<file path="src/rtl/con_bus_scheduler.sv">
// con_bus_scheduler: arbiter and sequencer for the shared con_1/con_2/con_3 bus.
//
// The bus is shared by inbound operand words (testbench -> load unit) and outbound result
// words (output unit -> testbench). Only one requester owns the bus at a time. Every
// direction change is padded with TURNAROUND idle cycles. Grants are issued only while a
// layer is running.
//
// Ports:
//   clk, arst_n_in                   clock and asynchronous active-low reset
//   start, layer_done, running       layer-level handshake
//   in_req, in_ready, in_last        ingress requester (load unit)
//   in_grant, con_valid, con_ready   ingress grant and per-word handshake
//   out_req, out_data_*, out_*_in    egress requester (output unit) and its result word
//   out_ack                          result word taken this cycle
//   con_*_out, output_*              registered egress word and its coordinates
//   output_valid                     egress word on the bus this cycle
//   driving_cons                     bus direction: 0 = testbench drives, 1 = this block drives
module con_bus_scheduler #(
  parameter int unsigned IO_DATA_WIDTH      = 16,
  parameter int unsigned FEATURE_MAP_WIDTH  = 64,
  parameter int unsigned FEATURE_MAP_HEIGHT = 64,
  parameter int unsigned OUTPUT_NB_CHANNELS = 32,
  parameter int unsigned TURNAROUND         = 1,
  parameter int unsigned MAX_OUT_BURST      = 16,
  localparam int unsigned X_W  = $clog2(FEATURE_MAP_WIDTH),
  localparam int unsigned Y_W  = $clog2(FEATURE_MAP_HEIGHT),
  localparam int unsigned CH_W = $clog2(OUTPUT_NB_CHANNELS)
) (
  input  logic                     clk,
  input  logic                     arst_n_in,
  // Layer control
  input  logic                     start,
  input  logic                     layer_done,
  output logic                     running,
  // Ingress
  input  logic                     in_req,
  input  logic                     in_ready,
  input  logic                     in_last,
  output logic                     in_grant,
  input  logic                     con_valid,
  output logic                     con_ready,
  // Egress request side
  input  logic                     out_req,
  input  logic [IO_DATA_WIDTH-1:0] out_data_1,
  input  logic [IO_DATA_WIDTH-1:0] out_data_2,
  input  logic [IO_DATA_WIDTH-1:0] out_data_3,
  input  logic [X_W-1:0]           out_x_in,
  input  logic [Y_W-1:0]           out_y_in,
  input  logic [CH_W-1:0]          out_ch_in,
  output logic                     out_ack,
  // Egress bus side
  output logic [IO_DATA_WIDTH-1:0] con_1_out,
  output logic [IO_DATA_WIDTH-1:0] con_2_out,
  output logic [IO_DATA_WIDTH-1:0] con_3_out,
  output logic                     output_valid,
  output logic [X_W-1:0]           output_x,
  output logic [Y_W-1:0]           output_y,
  output logic [CH_W-1:0]          output_ch,
  output logic                     driving_cons
);

  localparam int unsigned CntW = $clog2(MAX_OUT_BURST + 1);
  localparam logic [CntW-1:0] BurstLast = CntW'(MAX_OUT_BURST - 1);
  localparam logic [2:0] TurnInit = 3'(TURNAROUND);

  typedef enum logic [1:0] {StIdle, StInBurst, StOutBurst, StTurn} state_e;

  state_e             state_q, state_d;
  logic               dir_q, dir_d;
  logic               last_out_q, last_out_d;
  logic               running_q, running_d;
  logic [2:0]         turn_cnt_q, turn_cnt_d;
  logic [CntW-1:0]    burst_cnt_q, burst_cnt_d;
  logic               go_out;

  logic                     valid_q;
  logic [IO_DATA_WIDTH-1:0] lane1_q, lane2_q, lane3_q;
  logic [X_W-1:0]           x_q;
  logic [Y_W-1:0]           y_q;
  logic [CH_W-1:0]          ch_q;

  always_comb begin
    state_d     = state_q;
    dir_d       = dir_q;
    last_out_d  = last_out_q;
    running_d   = running_q;
    turn_cnt_d  = turn_cnt_q;
    burst_cnt_d = burst_cnt_q;
    in_grant    = 1'b0;
    con_ready   = 1'b0;
    out_ack     = 1'b0;
    // Tie-break: egress wins only if the previous burst was ingress.
    go_out      = out_req && (!in_req || !last_out_q);

    if (!running_q && start) begin
      running_d = 1'b1;
    end else if (running_q && (state_q == StIdle) && layer_done) begin
      running_d = 1'b0;
    end

    unique case (state_q)
      StIdle: begin
        // No new grant once the datapath reports the layer finished.
        if (running_q && !layer_done && (in_req || out_req)) begin
          burst_cnt_d = '0;
          if (go_out == dir_q) begin
            state_d = go_out ? StOutBurst : StInBurst;
          end else begin
            state_d    = StTurn;
            dir_d      = go_out;
            turn_cnt_d = TurnInit;
          end
        end
      end
      StTurn: begin
        // dir_q already points at the direction being turned towards.
        if (turn_cnt_q <= 3'd1) begin
          state_d = dir_q ? StOutBurst : StInBurst;
        end else begin
          turn_cnt_d = turn_cnt_q - 3'd1;
        end
      end
      StInBurst: begin
        in_grant  = 1'b1;
        con_ready = in_ready;
        if (con_valid && in_ready && in_last) begin
          state_d    = StIdle;
          last_out_d = 1'b0;
        end
      end
      StOutBurst: begin
        out_ack = out_req;
        if (!out_req) begin
          state_d    = StIdle;
          last_out_d = 1'b1;
        end else begin
          burst_cnt_d = burst_cnt_q + CntW'(1);
          if (burst_cnt_q == BurstLast) begin
            state_d    = StIdle;
            last_out_d = 1'b1;
          end
        end
      end
    endcase
  end

  always_ff @(posedge clk or negedge arst_n_in) begin
    if (!arst_n_in) begin
      state_q     <= StIdle;
      dir_q       <= 1'b0;
      last_out_q  <= 1'b1;
      running_q   <= 1'b0;
      turn_cnt_q  <= '0;
      burst_cnt_q <= '0;
    end else begin
      state_q     <= state_d;
      dir_q       <= dir_d;
      last_out_q  <= last_out_d;
      running_q   <= running_d;
      turn_cnt_q  <= turn_cnt_d;
      burst_cnt_q <= burst_cnt_d;
    end
  end

  // Egress word register: captured on ack, presented on the bus the following cycle,
  // and held afterwards.
  always_ff @(posedge clk or negedge arst_n_in) begin
    if (!arst_n_in) begin
      valid_q <= 1'b0;
      lane1_q <= '0;
      lane2_q <= '0;
      lane3_q <= '0;
      x_q     <= '0;
      y_q     <= '0;
      ch_q    <= '0;
    end else begin
      valid_q <= out_ack;
      if (out_ack) begin
        lane1_q <= out_data_1;
        lane2_q <= out_data_2;
        lane3_q <= out_data_3;
        x_q     <= out_x_in;
        y_q     <= out_y_in;
        ch_q    <= out_ch_in;
      end
    end
  end

  assign running      = running_q;
  assign driving_cons = dir_q;
  assign output_valid = valid_q;
  assign con_1_out    = lane1_q;
  assign con_2_out    = lane2_q;
  assign con_3_out    = lane3_q;
  assign output_x     = x_q;
  assign output_y     = y_q;
  assign output_ch    = ch_q;

endmodule

</file>
<file path="config.mk">
export PLATFORM = sky130hd
export DESIGN_NAME = con_bus_scheduler
export DESIGN_NICKNAME = d
export VERILOG_FILES = /design/src/rtl/con_bus_scheduler.sv
export SDC_FILE = /design/constraint.sdc
export NUM_CORES = 1
export LEC_CHECK = 0
export CORE_AREA = 4 4 97 99
export CTS_BUF_LIST = sky130_fd_sc_hd__clkbuf_16
export CTS_CLUSTER_DIAMETER = 200
export DETAILED_ROUTE_END_ITERATION = 7
export DIE_AREA = 0 0 101 103
export PLACE_DENSITY_LB_ADDON = 0.2
export SLEW_MARGIN = 20
export SYNTH_ARGS = -nofsm -noshare
export SYNTH_HDL_FRONTEND = slang
export SYNTH_SLANG_ARGS = --single-unit
</file>
<file path="constraint.sdc">
create_clock -name clk -period 1.9 [get_ports clk]
set_input_delay 0.38 -clock clk [delete_from_list [all_inputs] [get_ports clk]]
set_output_delay 0.38 -clock clk [all_outputs]
set_load 0.02 [all_outputs]
</file>
# Word-level counts from Yosys, hierarchy flattened
# Index checks and enable logic that the tools add are counted.
# totals
reg_bits	79
inputBits	74
out_inout_bits	71
elab_cells	78
# classes
add_sub_neg	2
order_cmp	1
n_eq_ne	12
mux	25
n_bitwise	1
n_reduce_logical	24
# op_table
op	n
$mux W2	8
$mux W5	2
$ne A2 B2 Y1 const B	5
$pmux W5 S2	1
$mux W3	3
$reduce_and A3 Y1	3
$logic_and A1 B1 Y1	8
$mux W1	8
$pmux W2 S4	1
$reduce_and A4 Y1	2
$reduce_bool A2 Y1	4
$pmux W3 S2	1
$add A5 B1 Y5 const B	1
$eq A5 B4 Y1 const B	1
$eq A2 B2 Y1 const B	2
$logic_not A1 Y1	4
$le A3 B1 Y1 const B	1
$ne A3 B3 Y1 const B	1
$sub A3 B1 Y3 const B	1
$eq A2 B1 Y1 const B	1
$logic_not A2 Y1	1
$logic_or A1 B1 Y1	2
$ne A2 B1 Y1 const B	1
$pmux W1 S2	1
2 further kinds	2

# Logic depth before layout (Yosys ltp)
# Gate-level depths: netlist of the first run.
# logic_depth
word_depth	7
mapped_depth	7

# Least setup slack after synthesis of the first run
# Ideal clock, no wire load.
# synth_path
path_kind	register to register
startpoint	register burst_cnt_q[0]
endpoint	register state_q[1]
arrival_time_ps	1440
slack_ps	332
path_stages_with_launch	6
path_buffers	0
synth_period_minus_slack_ps	1568
cell_sequence	dfrtp_1 > ha_1 > and3_1 > ha_1 > o221ai_1 > mux2_1
# synth_between
elab_chain_cells	3
# synth_rtl
element	line_no	rtl
start, declared	73	logic [CntW-1:0] burst_cnt_q, burst_cnt_d;
start signal, assigned	161	burst_cnt_q <= burst_cnt_d;
$eq A5 B4 Y1	138	if (burst_cnt_q == BurstLast) begin
$ne A3 B3 Y1 (no source line)	--	
$reduce_and A4 Y1 (no source line)	--	
end signal, assigned	149	state_q <= StIdle;
end signal, assigned	156	state_q <= state_d;
end, declared	68	state_e state_q, state_d;
# Every way passes these cells.
# A chain may end at the register's enable or synchronous reset.

# Final worst setup path of the first run
# layout_path
startpoint	input out_req
endpoint	output out_ack
# layout_between
elab_chain_cells	1
# layout_rtl
element	line_no	rtl
start, declared	43	input logic out_req,
$mux W1	101	unique case (state_q)
end, declared	50	output logic out_ack,
# Every way passes these cells.

==> results of run 1 <==
## layer usage
metal	part of all wire, %	wire length [um]	vias up
li1	-	-	1425
met1	42	3530	1260
met2	45	3770	105
met3	11	916	9
met4	1.3	112	0
met5	0	0	-
## layout make-up
type	instances	area [um^2]	area share [%]
timing repair buffer	158	1560	30.1
tap	108	135	2.61
clock inverter	5	98.8	1.91
clock buffer	9	225	4.35
inverter	8	30.0	0.580
multi-input combinational	257	1150	22.2
sequential	79	1980	38.2
## sequential cells by signal, summed over array words and instances, names as in the netlist, 2 cells and up
signal	flops
output_y	6
con_2_out	16
con_1_out	16
output_ch	5
con_3_out	16
state_q	2
burst_cnt_q	5
output_x	6
turn_cnt_q	3
## layout by cell type (no fill, tap or decap), types with 3 or more instances in the layout
cell type	netlist	layout
o21ai_0	7	7
ha_1	5	5
o22ai_1	3	3
dfrtp_1	78	78
bufinv_16	0	3
a21oi_1	4	4
clkbuf_16	0	9
nand2b_1	3	3
o221ai_1	3	3
nor2_1	3	3
clkdlybuf4s50_1	0	140
inv_1	7	7
buf_4	4	13
nor3_1	3	3
dlygate4sd2_1	0	3
nand2_1	207	206
## worst reg2reg max path: cells and delay by family (launching register included)
family | cells | cell delay [ps]
buffers and inverters | 2 | 780
and+or+nand+nor | 3 | 350
AOI/OAI and AO/OA | 1 | 130
DFF | 1 | 390
## metrics by stage
stage               setup slack, ps  util [%]  cell area (um^2)
finish                          113      60.5              5170
global route                   13.4      60.5              5170
CTS                            28.7      60.5              5170
detailed placement             -167      56.6              4840
global placement               -188      56.6              4840
floorplan                       332         -              3230
## power groups by stage
stage	clock, mW	sequential (mW)	combinational [mW]
2_1_floorplan	0	3.64	1.10
3_3_place_gp	0	2.82	3.74
3_5_place_dp	0	2.85	3.80
4_1_cts	1.93	2.84	3.80
5_1_grt	2.00	2.94	4.10
6_report	1.89	2.84	3.74
## path summary, 6_finish.rpt
kind	cells past startpoint	slack, ps	endpoint
setup / recovery	4	110	out_ack
hold / removal	2	470	con_3_out[8]$_DFFE_PN0P_
setup reg to reg	6	160	burst_cnt_q[3]$_DFFE_PN0P_
hold reg to reg	2	470	con_3_out[8]$_DFFE_PN0P_
max in group asynchronous	3	790	con_1_out[4]$_DFFE_PN0P_
min in group asynchronous	2	500	con_3_out[12]$_DFFE_PN0P_
## cells by family after synthesis
kind of cell	after synthesis	synth area share, %
XOR/XNOR	1	0.271
buffers and inverters	23	3.48
AND/OR/NAND/NOR	227	28.0
AO/OA/AOI/OAI	22	4.49
adder cells (fa/ha/maj)	5	1.93
multiplexers	2	0.658
flip-flops	79	61.2
## repair_timing
| item | CTS | global route |
|---|---|---|
| setup endpoints to repair | 3 | 1 |
| endpoints found under the hold margin | 21 | 0 |
| hold buffers | 1 | 0 |
| gates resized for setup | 4 | 1 |
==> results.sh, run 1 <==
export IMPL_yosysMostFrequentCell="nand2_1"
export IMPL_area_growth_pct=60.0
export IMPL_cp_start_kind="input pin"
export IMPL_firstDrtPassIters=4
export IMPL_use_met1_pct=20.1
export IMPL_path_delay_family="buffers and inverters"
export IMPL_gp_congestion=0.803
export IMPL_cp_end_kind="output port"
export IMPL_max_vdd_ir_drop_mv=0.800
export IMPL_post_cts_buffers=0
export IMPL_cts_root_buffer="clkbuf_16"
export IMPL_final_antenna_net_count=0
export IMPL_clk_path_buf_depth=2
export IMPL_cts_sinks=79
export IMPL_drt_wl_total_um=8330
export IMPL_clkLatencyLatePin_ps=330
export IMPL_die_area_um2=10400
export IMPL_grt_met3_usage_pct=7.71
export IMPL_pwr_density_cell_nw_per_um2=1640
export IMPL_n_fill_cell=733
export IMPL_syn_area_um2=3230
export IMPL_skew_ps=5.43
export IMPL_start_util_pct=37.8
export IMPL_netlist_area_leader_share_pct=60.3
export IMPL_remaining_drc_errors=0
export IMPL_core_um2=8550
export IMPL_antennaDiodeCount=0
export IMPL_hp_class="reg2reg"
export IMPL_intPower_mw=5.43
export IMPL_grt_max_degree=67
export IMPL_yosysWarnings=0
export IMPL_grt_usage_pct=16.5
export IMPL_final_instance_count_excl_fill=624
export IMPL_cap_violations=0
export IMPL_finalCritPeriodShare_pct=94.1
export IMPL_comb_power_share_pct=44.2
export IMPL_hold_viol=0
export IMPL_critPathRequiredTime_ps=1520
export IMPL_grt_pass1_wl_um=13400
export IMPL_yosysSeqAreaShare_pct=61.2
export IMPL_hold_path_startpoint="con_3_out[8]$_DFFE_PN0P_"
export IMPL_vias=2799
export IMPL_clk_pin_slew_worst_paths_ps=50
export IMPL_power_share_sequential_pct=33.5
export IMPL_async_reset_ff_share_pct=100
export IMPL_setup_viol=0
export IMPL_tns_ps=0
export IMPL_fin_nets=592
export IMPL_crit_buf_inv=3
export IMPL_hold_worst_slack_ps=468
export IMPL_syn_nets=438
export IMPL_fin_crit_ps=1790
export IMPL_clkPwrFrac_pct=22.3
export IMPL_crit_path_cell_trace="clkdlybuf4s50_1 > nand2_2 > inv_2 > dlygate4sd2_1"
export IMPL_cp_arrival_ps=1410
export IMPL_fp_dieW_um=101
export IMPL_cp_slowest_cell="clkdlybuf4s50_1"
export IMPL_cts_htree_levels=3
export IMPL_syn_instance_count=359
export IMPL_io_pins=145
export IMPL_ys_flop_type="dfrtp_1"
export IMPL_power_switching_mw=3.03
export IMPL_synth_distinct_cells=31
export IMPL_max_stage_delay_ps=510
export IMPL_synth_edf_count=0
export IMPL_relSlewSlack_pct=56.0
export IMPL_critPathLaunch="out_req"
export IMPL_die_h_um=103
export IMPL_synth_common_cells="nand2_1 (207), dfrtp_1 (78), clkbuf_1 (7), inv_1 (7), o21ai_0 (7)"
export IMPL_detail_route_vias_per_cell=4.49
export IMPL_swShare_pct=35.8
export IMPL_grt_overflow=0
export IMPL_antenna_found_initial=0
export IMPL_total_power_mw=8.46
export IMPL_path_max_fanout=3
export IMPL_wl_per_cell_um=13.4
export IMPL_rsz0062_at_grt="false"
export IMPL_synth_largest_area_cell="dfrtp_1"
export IMPL_cts_tree="built"
export IMPL_numCtsBuffers=9
export IMPL_rows=34
export IMPL_synthTopCellsByArea="dfrtp_1 (60%), nand2_1 (24%), ha_1 (1.9%)"
export IMPL_first_iter_violations=83
export IMPL_drive_above_1_share_pct=6.59
export IMPL_p_leak_nw=2.55
export IMPL_io_buffers=144
export IMPL_max_freq_mhz=560
export IMPL_busiest_layer="met2"
export IMPL_critical_path_class="in2out"
export IMPL_met2_usage_pct=25.8
export IMPL_slew_violations=0
export IMPL_dp_cells=609
export IMPL_status="complete, no violations"
export IMPL_avgSynthCellArea_um2=9.01
export IMPL_dp_final_hpwl_um=6020
export IMPL_ys_ff_latch=79
export IMPL_r2r_start="state_q[1]$_DFFE_PN0P_"
export IMPL_worst_pin_slew_ps=661
export IMPL_first_global_vias=2808
No activity file was read; power rests on OpenSTA's default activity.
==> run 2: changes to the inputs <==
GPL_TIMING_DRIVEN = 0   (was not set)
==> run 2 against run 1 <==
- utilization up 0.61 points
- global-route usage shrank 0.37 points
- sequential share of layout area fell by 0.34 points
- clock-buffer cell count unchanged
- via count is 2.8% higher
- critical path depth grew 2
- register-to-register slack got worse by 70 ps
- clock power decreased by 4%
- critical path type is now reg2reg
==> results.sh, run 2 (synthesis results as in run 1) <==
export IMPL_cp_end_kind="flip-flop"
export IMPL_skew_ps=9.56
export IMPL_ff2ff_setup_slack_ps=90
export IMPL_routed_wl_met3_um=903
export IMPL_tns_ps=0
export IMPL_dp_slack_ps=-776
export IMPL_grt_usage_pct=16.2
export IMPL_grt_overflow=0
export IMPL_wl_per_cell_um=13.3
export IMPL_clk_path_buf_depth=2
export IMPL_p_leak_nw=2.58
export IMPL_wl_met1_um=3630
export IMPL_final_util_pct=61.1
export IMPL_grt_pass1_wl_um=13100
export IMPL_finalCritPeriodShare_pct=95.2
export IMPL_die_h_um=103
export IMPL_pwr_density_cell_nw_per_um2=1620
export IMPL_drt_wl_total_um=8440
export IMPL_mostFrequentLayoutCells="nand2_1 (206), clkdlybuf4s50_1 (139), dfrtp_1 (76)"
export IMPL_grt_max_degree=43
export IMPL_critPathRequiredTime_ps=2110
export IMPL_dp_cells=612
export IMPL_fin_crit_ps=1810
export IMPL_max_vdd_ir_drop_mv=0.893
export IMPL_cp_arrival_ps=2020
export IMPL_intPower_mw=5.39
export IMPL_max_freq_mhz=553
export IMPL_hold_viol=0
export IMPL_core_um2=8550
export IMPL_fin_nets=602
export IMPL_cp_slowest_cell="dfrtp_2"
export IMPL_vias=2878
export IMPL_gp_congestion=0.814
export IMPL_clkLatencyLatePin_ps=330
export IMPL_die_area_um2=10400
export IMPL_status="complete, no violations"
export IMPL_drive_above_1_share_pct=7.95
export IMPL_firstDrtPassIters=4
export IMPL_cts_root_buffer="clkbuf_16"
export IMPL_numCtsBuffers=9
export IMPL_hp_class="in2async"
export IMPL_worst_pin_slew_ps=511
export IMPL_relSlewSlack_pct=65.9
export IMPL_critical_path_class="reg2reg"
export IMPL_comb_power_share_pct=45.0
export IMPL_total_power_mw=8.49
export IMPL_path_max_fanout=7
export IMPL_first_iter_violations=106
export IMPL_antenna_found_initial=0
export IMPL_met2_length_um=3740
export IMPL_cts_sinks=79
export IMPL_first_global_vias=2763
export IMPL_cap_violations=0
export IMPL_final_common_cell="nand2_1"
export IMPL_power_share_sequential_pct=33.7
export IMPL_clkPwrFrac_pct=21.3
export IMPL_rows=34
export IMPL_area_growth_pct=61.6
export IMPL_start_util_pct=37.8
export IMPL_io_pins=145
export IMPL_swShare_pct=36.5
export IMPL_antennaDiodeCount=0
export IMPL_clk_pin_slew_worst_paths_ps=60
export IMPL_remaining_drc_errors=0
export IMPL_cts_htree_levels=3
export IMPL_route_top_layer_used="met4"
export IMPL_final_antenna_net_count=0
export IMPL_io_buffers=144
export IMPL_cts_tree="built"
export IMPL_fin_ws_ps=92.1
export IMPL_cp_start_kind="flip-flop"
export IMPL_dp_final_hpwl_um=6290
export IMPL_final_instance_count_excl_fill=636
export IMPL_slew_violations=0
export IMPL_fp_dieW_um=101
export IMPL_rsz0062_at_grt="false"
export IMPL_setup_viol=0
export IMPL_crit_path_cell_trace="buf_4 > or2_1 > buf_6 > nor4b_4 > mux2i_1 > a21o_1"
export IMPL_detail_route_vias_per_cell=4.53
export IMPL_max_stage_delay_ps=450
export IMPL_power_switching_mw=3.10
## run 2: metal layers
layer	global-route usage, %	vias up
li1	-	1448
met1	20.2	1318
met2	24.1	100
met3	7.10	12
met4	7.57	0
met5	0	-
## run 2: critical path: cells and delay by family (launching register included)
| family | cells | cell delay (ps) |
|---|---|---|
| multiplexers | 1 | 140 |
| AO/OA/AOI/OAI | 1 | 190 |
| buffers and inverters | 2 | 300 |
| AND/OR/NAND/NOR | 2 | 620 |
| flip-flops | 1 | 450 |
## run 2: layout make-up
type	count	area, um^2
plain buffers	15	88.8
clock buffers	9	225
clock inverters	7	90.1
fillers	737	3320
inverters	8	32.5
multi-input cells	257	1160
flip-flops and latches	79	1980
well taps	108	135
repair buffers	153	1510
## run 2: what timing repair did
item                                    CTS  global route
endpoints found under the hold margin     0             0
endpoints found under the setup margin    3             2
gates resized for setup                  17             1
hold buffers                              0             0
setup buffers                             0             8
pin swaps                                 1             0
## run 2: stage by stage
stage | area [um^2] | hold WS (ps)
6_report | 5230 | 21.5
3_5_place_dp | 4830 | 387
5_1_grt | 5230 | 49.0
4_1_cts | 5160 | 33.7
2_1_floorplan | 3230 | 84.4
3_3_place_gp | 4810 | 457
## run 2: power by group through the flow
stage                     combinational, mW  clock, mW  sequential [mW]
after global placement                 3.72          0             2.85
after CTS                              3.79       1.84             2.87
final                                  3.82       1.81             2.86
after detailed placement               3.77          0             2.87
after floorplan                        1.10          0             3.64
after global routing                   4.15       1.92             2.96
## run 2: path summary, 6_finish.rpt
kind	to	from	cells past startpoint
min	con_3_out[12]$_DFFE_PN0P_	arst_n_in	1
max	turn_cnt_q[2]$_DFFE_PN0P_	state_q[1]$_DFFE_PN0P_	6
max reg2reg	turn_cnt_q[2]$_DFFE_PN0P_	state_q[1]$_DFFE_PN0P_	6
min in group clk	output_ch[0]$_DFFE_PN0P_	output_ch[0]$_DFFE_PN0P_	2
min reg2reg	output_ch[0]$_DFFE_PN0P_	output_ch[0]$_DFFE_PN0P_	2
max in group asynchronous	last_out_q$_DFFE_PN1P_	arst_n_in	2
==> run 3: changes to the inputs <==
CAP_MARGIN = 20   (was not set)
CTS_BUF_LIST = not set   (was sky130_fd_sc_hd__clkbuf_16)
==> run 3 against run 2 <==
- the flow now finishes with violations (negative hold slack)
- setup slack got worse by 3.0 ps
- power down 5.1%
- utilization fell by 0.91 points
- sequential power about the same
- final area is 1.5% lower
- combinational power about the same
- global-route usage about the same
- clock skew rose by 1.2 ps
- wire length rose by 1.0%
- sequential share of layout area increased by 0.57 points
- first-iteration DRC count unchanged
- critical path depth down 3
==> results.sh, run 3 (synthesis results as in run 1) <==
export IMPL_cts_root_buffer="clkbuf_8"
export IMPL_io_buffers=144
export IMPL_grt_usage_pct=16.2
export IMPL_path_max_fanout=6
export IMPL_cts_htree_levels=3
export IMPL_n_fill_cell=746
export IMPL_drt_wl_total_um=8530
export IMPL_final_antenna_net_count=0
export IMPL_fin_crit_ps=1810
export IMPL_gp_congestion=0.814
export IMPL_final_util_pct=60.2
export IMPL_final_common_cell="nand2_1"
export IMPL_routed_wl_met3_um=928
export IMPL_cp_end_kind="output port"
export IMPL_antennaDiodeCount=0
export IMPL_die_area_um2=10400
export IMPL_clkLatencyLatePin_ps=340
export IMPL_cap_violations=0
export IMPL_regArea_um2=1980
export IMPL_max_vdd_ir_drop_mv=0.785
export IMPL_vias=2891
export IMPL_start_util_pct=37.8
export IMPL_path_delay_family="flip-flops"
export IMPL_fin_nets=604
export IMPL_drive_above_1_share_pct=8.30
export IMPL_total_power_mw=8.06
export IMPL_finalCritPeriodShare_pct=95.3
export IMPL_grt_overflow=0
export IMPL_hold_worst_slack_ps=-3.31
export IMPL_critPathRequiredTime_ps=1520
export IMPL_tns_ps=0
export IMPL_violations="negative hold slack"
export IMPL_grt_pass1_wl_um=13100
export IMPL_ff2ff_setup_slack_ps=140
export IMPL_fp_dieW_um=101
export IMPL_setup_viol=0
export IMPL_relSlewSlack_pct=66.3
export IMPL_firstDrtPassIters=4
export IMPL_skew_ps=10.8
export IMPL_r2r_start="state_q[1]$_DFFE_PN0P_"
export IMPL_multi_input_area_um2=1160
export IMPL_cts_tree="built"
export IMPL_route_top_layer_used="met4"
export IMPL_numCtsBuffers=9
export IMPL_die_h_um=103
export IMPL_status="complete, but fails checks"
export IMPL_hold_viol=2
export IMPL_cp_start_kind="flip-flop"
export IMPL_crit_buf_inv=1
export IMPL_first_iter_violations=106
export IMPL_first_global_vias=2773
export IMPL_pwr_density_cell_nw_per_um2=1560
export IMPL_rows=34
export IMPL_area_growth_pct=59.2
export IMPL_cp_slowest_cell="dfrtp_2"
export IMPL_r2r_end="turn_cnt_q[2]$_DFFE_PN0P_"
export IMPL_slew_violations=0
export IMPL_io_pins=145
export IMPL_mostFrequentLayoutCells="nand2_1 (206), clkdlybuf4s50_1 (140), dfrtp_1 (76)"
export IMPL_max_stage_delay_ps=460
export IMPL_ff2ff_path_depth=6
export IMPL_dp_final_hpwl_um=6290
export IMPL_remaining_drc_errors=0
export IMPL_antenna_found_initial=0
export IMPL_p_leak_nw=2.53
export IMPL_met2_length_um=3820
export IMPL_clk_path_buf_depth=2
export IMPL_wl_met1_um=3620
export IMPL_cts_sinks=79
export IMPL_cp_arrival_ps=1430
export IMPL_max_freq_mhz=552
export IMPL_grt_max_degree=43
export IMPL_ctsHoldBuffers=0
export IMPL_wl_per_cell_um=13.4
export IMPL_core_um2=8550
export IMPL_clk_pin_slew_worst_paths_ps=90
export IMPL_detail_route_vias_per_cell=4.53
export IMPL_worst_pin_slew_ps=506
export IMPL_hp_class="in2async"
export IMPL_crit_path_cell_trace="nor2b_2 > and2_1 > dlygate4sd2_1"
export IMPL_critical_path_class="reg2out"
[run 3: changes by cell type in the layout (fill, tap and decap cells not counted), sizes merged]
| cell | before | now |
|---|---|---|
| clkdlybuf4s50 | 139 | 140 |
| buf | 19 | 21 |
| clkbuf | 16 | 18 |
| inv | 10 | 8 |
| dlygate4sd2 | 3 | 2 |
[run 3: area by class of cell]
cell class	instances	share of cell area (%)
tap	108	2.62
inverter	8	0.632
clock inverter	5	1.60
timing repair buffer	155	29.8
sequential	79	38.5
multi-input combinational	257	22.6
buffer	15	1.80
clock buffer	11	2.55
[run 3: how the worst max path moves through the flow]
stage,from,to,cells past startpoint
final,state_q[0]$_DFFE_PN0P_,con_ready,3
after global routing,state_q[0]$_DFFE_PN0P_,con_ready,3
after CTS,state_q[1]$_DFFE_PN0P_,out_ack,5
after detailed placement,out_req,out_ack,5
after global placement,arst_n_in,con_2_out[12]$_DFFE_PN0P_,1
after floorplan,burst_cnt_q[0]$_DFFE_PN0P_,state_q[1]$_DFFE_PN0P_,5
[run 3: routing by layer]
metal	global-route usage [%]	up-vias
met4	7.26	0
met5	0	-
li1	-	1450
met3	7.04	14
met1	19.9	1323
met2	24.8	104
[run 3: metrics by stage]
stage | cells | area, um^2 | worst slack [ps]
after floorplan | 359 | 3230 | 332
after global placement | 611 | 4810 | -2460
after detailed placement | 612 | 4830 | -776
after CTS | 628 | 5070 | 9.56
after global routing | 638 | 5150 | -7.06
final | 638 | 5150 | 89.2
[run 3: report_power, final]
part           internal (mW)  leakage [nW]  switching [mW]
clock network          0.742        0.0958           0.611
registers               2.42         0.992           0.442
logic                   1.85          1.44            2.00
total                   5.00          2.53            3.05
[run 3: worst register-to-register path, stage by stage (launching register included)]
cell and delay (ps):
dfrtp_2 460, buf_4 150, or2_1 230, buf_6 140, nor4b_4 360, mux2i_1 140
a21o_1 190
[run 3: timing repair]
| item | CTS | global route |
|---|---|---|
| pin swaps | 1 | 0 |
| setup endpoints to repair | 3 | 3 |
| resized for setup | 18 | 1 |
| buffers inserted | 0 | 10 |
